$ cat config.mk
export PLATFORM = sky130hd
export DESIGN_NAME = sorter_issue_ctrl
export DESIGN_NICKNAME = d
export VERILOG_FILES = /design/src/rtl/sorter_issue_ctrl.sv
export SDC_FILE = /design/constraint.sdc
export NUM_CORES = 1
export LEC_CHECK = 0
export CORE_UTILIZATION = 52
export CTS_BUF_LIST = sky130_fd_sc_hd__clkbuf_8
export DETAILED_ROUTE_END_ITERATION = 10
export PLACE_DENSITY_LB_ADDON = 0.2
export SYNTH_ARGS = -nofsm -noshare
export SYNTH_HDL_FRONTEND = slang
export SYNTH_SLANG_ARGS = --single-unit
$ cat constraint.sdc
create_clock -name clk_i -period 4.9 [get_ports clk_i]
set_input_delay 0.98 -clock clk_i [delete_from_list [all_inputs] [get_ports clk_i]]
set_output_delay 0.98 -clock clk_i [all_outputs]
set_load 0.01 [all_outputs]
$ cat src/rtl/sorter_issue_ctrl.sv
// Round-robin issue controller sharing one fixed-latency 4-input sorter among NUM_REQ requesters.
// Credit admission (inflight + buffered < depth) keeps the result FIFO from overflowing.
module sorter_issue_ctrl #(
  parameter int DATAWIDTH  = 8,
  parameter int NUM_REQ    = 2,
  parameter int PIPE_LAT   = 3,
  parameter int FIFO_DEPTH = 8,
  parameter int TAGW       = (NUM_REQ > 1) ? $clog2(NUM_REQ) : 1
) (
  input  logic                           clk_i,
  input  logic                           rst_i,
  input  logic [NUM_REQ-1:0]             req_valid_i,
  input  logic [NUM_REQ*4*DATAWIDTH-1:0] req_data_i,
  output logic [NUM_REQ-1:0]             req_ready_o,
  output logic                           sort_valid_o,
  output logic [TAGW-1:0]                sort_tag_o,
  output logic [4*DATAWIDTH-1:0]         sort_data_o,
  input  logic                           sort_valid_i,
  input  logic [TAGW-1:0]                sort_tag_i,
  input  logic [4*DATAWIDTH-1:0]         sort_data_i,
  output logic                           out_valid_o,
  output logic [TAGW-1:0]                out_tag_o,
  output logic [4*DATAWIDTH-1:0]         out_data_o,
  input  logic                           out_ready_i,
  output logic                           err_o
);

  localparam int VW = 4 * DATAWIDTH;
  localparam int CW = $clog2(FIFO_DEPTH + 1);
  localparam int PW = (FIFO_DEPTH > 1) ? $clog2(FIFO_DEPTH) : 1;

  if (NUM_REQ < 2 || FIFO_DEPTH < 1 || PIPE_LAT < 1) begin : g_bad_params
    $error("sorter_issue_ctrl: unsupported parameter set");
  end

  logic [TAGW-1:0]    ptr, gidx, ptr_next, idx;
  logic               found, credit_ok, accept, ret_ok, wr_en, rd_en, full;
  logic [NUM_REQ-1:0] grant;
  logic [CW-1:0]      inflight, count, count_next;
  logic [CW:0]        used;
  logic [PW-1:0]      wr_ptr, rd_ptr, rd_next;
  logic [VW-1:0]      mem_data [FIFO_DEPTH];
  logic [TAGW-1:0]    mem_tag  [FIFO_DEPTH];

  function automatic logic [PW-1:0] ptr_inc(input logic [PW-1:0] v);
    return (v == PW'(FIFO_DEPTH - 1)) ? '0 : v + 1'b1;
  endfunction

  // Conservative: a pop in this cycle only frees its credit next cycle.
  assign used      = {1'b0, inflight} + {1'b0, count};
  assign credit_ok = used < (CW + 1)'(FIFO_DEPTH);

  always_comb begin
    grant = '0;
    gidx  = '0;
    idx   = '0;
    found = 1'b0;
    for (int k = 0; k < NUM_REQ; k++) begin
      idx = TAGW'((int'(ptr) + k) % NUM_REQ);
      if (!found && req_valid_i[idx]) begin
        found = 1'b1;
        gidx  = idx;
      end
    end
    if (found) grant[gidx] = 1'b1;
  end

  assign req_ready_o = grant & {NUM_REQ{credit_ok && !rst_i}};
  assign accept      = found && credit_ok && !rst_i;
  assign ptr_next    = (int'(gidx) == NUM_REQ - 1) ? '0 : gidx + 1'b1;

  assign ret_ok      = sort_valid_i && (inflight != '0);
  assign full        = (count == CW'(FIFO_DEPTH));
  assign wr_en       = sort_valid_i && !full;
  assign out_valid_o = (count != '0);
  assign rd_en       = out_valid_o && out_ready_i;
  assign rd_next     = rd_en ? ptr_inc(rd_ptr) : rd_ptr;

  always_comb begin
    count_next = count;
    case ({wr_en, rd_en})
      2'b10:   count_next = count + 1'b1;
      2'b01:   count_next = count - 1'b1;
      default: count_next = count;
    endcase
  end

  always_ff @(posedge clk_i) begin
    if (wr_en) begin
      mem_data[wr_ptr] <= sort_data_i;
      mem_tag[wr_ptr]  <= sort_tag_i;
    end
  end

  always_ff @(posedge clk_i) begin
    if (rst_i) begin
      ptr          <= '0;
      sort_valid_o <= 1'b0;
      sort_tag_o   <= '0;
      sort_data_o  <= '0;
      inflight     <= '0;
      count        <= '0;
      wr_ptr       <= '0;
      rd_ptr       <= '0;
      out_tag_o    <= '0;
      out_data_o   <= '0;
      err_o        <= 1'b0;
    end else begin
      sort_valid_o <= accept;
      if (accept) begin
        sort_tag_o  <= gidx;
        sort_data_o <= req_data_i[int'(gidx)*VW +: VW];
        ptr         <= ptr_next;
      end

      case ({accept, ret_ok})
        2'b10:   inflight <= inflight + 1'b1;
        2'b01:   inflight <= inflight - 1'b1;
        default: inflight <= inflight;
      endcase
      if (sort_valid_i && inflight == '0) err_o <= 1'b1;

      if (wr_en) wr_ptr <= ptr_inc(wr_ptr);
      rd_ptr <= rd_next;
      count  <= count_next;

      // Head register: bypass the incoming result when it lands in the head slot.
      if (count_next != '0) begin
        if (wr_en && wr_ptr == rd_next) begin
          out_tag_o  <= sort_tag_i;
          out_data_o <= sort_data_i;
        end else begin
          out_tag_o  <= mem_tag[rd_next];
          out_data_o <= mem_data[rd_next];
        end
      end
    end
  end

endmodule

==> flow_metrics.tcl <==
set metrics [dict create \
    status "complete, no violations" \
    timing.rr.end "out_data_o[19]$_SDFFE_PP0P_" \
    r2r_start "count[1]$_SDFF_PP0_" \
    total_power_mw 10.17 \
    yosys_warnings 0 \
    critPathKind "flip-flop to flip-flop" \
    fin_cells 1792 \
    die_h_um 171.4 \
    antenna_found_initial 0 \
    cts_setup_buffers 0 \
    postCtsResizedCells 0 \
    postRouteAntennaNets 0 \
    p_int_mw 6.366 \
    final_layout_size_suffix_gt1_share_pct 11.03 \
    worst_setup_path_end_kind "flip-flop" \
    worstHoldStart "err_o$_SDFFE_PP0P_" \
    grt_usage_pct 27.37 \
    wirelength_um 40230 \
    whs_path_depth 2 \
    cts_max_path_buffers 3 \
    synth.distinct_cells 48 \
    core.rowCount 61 \
    rsz0062_at_grt "false" \
    pwr-share-clk_pct 22.0 \
    finalHoldViolCount 0 \
    cts_tree "done" \
    synth_flop_cell "edfxtp_1" \
    cts_made_buffers 55 \
    setup-tns-final_ns 0 \
    comb_power_share_pct 41.7 \
    yosysTopAreaCell "edfxtp_1" \
    n_antenna_cell 0 \
    dr.pass1.iters 6 \
    crit_arrival_ns 4.73 \
    syn_inst 1198 \
    r2r_slack_ns 0.56 \
    maxSlewViolCount 0 \
    cp_slowest_cell "o41ai_4" \
    root_buffer "clkbuf_8" \
    reg2regPathDepth 12 \
    swShare_pct 37.41 \
    min_path_type "flip-flop to flip-flop" \
    max-vdd-ir-drop_uv 356.3 \
    layout-area-overhead-vs-synth_pct 21.88 \
    die_x_um 171.4 \
    ys_async_sr_fraction_pct 0 \
    ctsHoldBuffers 0 \
    grt_first_pass_wirelength_um 60690 \
    netlist.area_leader.share_pct 53.11 \
    setup.worst_path.start_class "flip-flop" \
    gp_congestion 0.8208 \
    wl_per_cell_um 22.45 \
    p_switching_mw 3.806 \
    maxCapViolations 0 \
    yosys-top-cells-area "edfxtp_1 (53%), dfxtp_1 (11%), a21oi_1 (3.8%)" \
    dpl.hpwl_um 22630 \
    portBuffers 173 \
    pre_cts_ws_ns 0.2382 \
    min_period_ns 4.336 \
    worstPathMaxFanout 35 \
    hold_path_end "err_o$_SDFFE_PP0P_" \
    slowest_delay_ns 0.86 \
    setup_viol 0 \
    vias 11100 \
    critPathRequiredTime_ns 5.30 \
    synth.avg_cell_area_um2 12.46 \
    path_cells "o41ai_4, inv_2, ha_1, ha_1, a21oi_1, nand4b_1, a21oi_4, buf_4, or3_1, buf_4, a311o_1, a211oi_2" \
    seq_area_um2 9589 \
    grt_overflow 0 \
    fin_ws_ns 0.5645 \
    ys_ff_latch 347 \
    multi_input_area_um2 4941 \
    ios 174 \
    pwr_density_cell_nw_per_um2 559.2 \
    dieArea_um2 29380 \
    worst_pin_slew_ns 1.204 \
    synth-edff-count 264 \
    grt_pass1_vias 10960 \
    seqPwrFrac_pct 36.3 \
    fmax_mhz 230.7 \
    htreeDepth 2 \
    yosysSeqAreaShare_pct 64.25 \
    synth_area_um2 14930 \
    clk_pin_slew_worst_paths_ns 0.06 \
    synthTopCellsByCount "edfxtp_1 (264), nor2_1 (124), a21oi_1 (113)" \
    place_inst 1693 \
    synth_fp_nets 1316 \
    p_leak_nw 6.367 \
    clk_latency_ns 0.58 \
    fin_nets 1490 \
    yosysMostFrequentCell "edfxtp_1" \
    finClkSkew_ns 0.02574 \
    drc 0 \
    n_fill_cell 2133 \
    maxSlewHeadroom_pct 19.52 \
    via_per_inst 6.195 \
    timing.final.crit_share_pct 88.48 \
    start_util_pct 53.29 \
    grt_max_degree 83 \
    cts_sinks 347 \
    drt_iter0_markers 1016 \
    core_um2 28010 \
]
==> logic make-up after synthesis <==
kind of cell             count (synthesis)  share of synthesized area [%]
AO/OA/AOI/OAI                          351                          17.65
flip-flops                             347                          64.25
AND/OR/NAND/NOR                        331                          11.94
buffers and inverters                  137                          3.638
adder cells (fa/ha/maj)                 15                          1.358
multiplexers                             9                         0.6958
XOR/XNOR                                 8                         0.4694
==> final cells by class <==
type | count | area share [%]
Clock buffer | 59 | 4.464
Clock inverter | 40 | 0.9973
Inverter | 44 | 0.9079
Multi-Input combinational cell | 714 | 27.16
Sequential cell | 347 | 52.71
Tap cell | 378 | 2.600
Timing Repair Buffer | 210 | 11.16
==> sequential cells by signal (all words and copies together) (netlist names), 3 cells and up <==
name	flops
sort_data_o	32
count	4
wr_ptr	3
mem_data	256
inflight	4
out_data_o	32
rd_ptr	3
mem_tag	8
==> per-stage QoR <==
step | hold slack [ns] | area, um^2 | util, %
floorplan | 0.4513 | 14930 | -
global placement | 0.4526 | 17200 | 61.40
detailed placement | 0.4645 | 17200 | 61.40
CTS | 0.4770 | 18190 | 64.94
global route | 0.5075 | 18190 | 64.94
finish | 0.4693 | 18190 | 64.94
==> metal layers <==
layer  track usage, %  share of wire, %
met2            45.84                48
met1            35.35                41
met5                0                 0
met3            4.303               7.5
met4            11.65               3.2
==> worst max-delay path by stage <==
| stage | cells after the start | end | startpoint |
|---|---|---|---|
| 4_1_cts | 12 | out_data_o[19]$_SDFFE_PP0P_ | count[1]$_SDFF_PP0_ |
| 2_1_floorplan | 3 | mem_data[2][0]$_DFFE_PP_ | sort_valid_i |
| 6_report | 12 | out_data_o[19]$_SDFFE_PP0P_ | count[1]$_SDFF_PP0_ |
| 3_3_place_gp | 13 | out_data_o[20]$_SDFFE_PP0P_ | out_ready_i |
| 3_5_place_dp | 13 | out_data_o[9]$_SDFFE_PP0P_ | out_ready_i |
| 5_1_grt | 12 | out_data_o[17]$_SDFFE_PP0P_ | count[1]$_SDFF_PP0_ |
==> power groups by stage <==
stage	clock, mW	sequential, mW	combinational [mW]
floorplan	0	3.77	2.67
global placement	0	3.76	4.11
detailed placement	0	3.76	4.20
CTS	2.27	3.70	4.22
global route	2.40	3.72	4.58
finish	2.24	3.70	4.24
==> worst max-delay path, delay by kind of cell (launching register included) <==
family | cells | cell delay (ns)
flops | 1 | 0.41
compound gates | 5 | 1.53
fa+ha+maj | 2 | 0.62
buf+inv | 3 | 0.90
simple gates | 2 | 0.65
==> cell usage in the layout (no fill, tap or decap), types with 31 or more instances in the layout <==
cell and instances:
dfxtp_1 83, a311o_1 32, nor3_1 34, nor2b_1 67, nor4_1 34, inv_1 72, buf_4 35, a221o_1 32
o21ai_0 34, edfxtp_1 264, a21o_1 33, nor2_1 118, a21oi_1 112, clkdlybuf4s50_1 172, nor4b_1 32, o22ai_1 34
a222oi_1 31, clkbuf_8 59
Power figures use the tool's default switching activity.
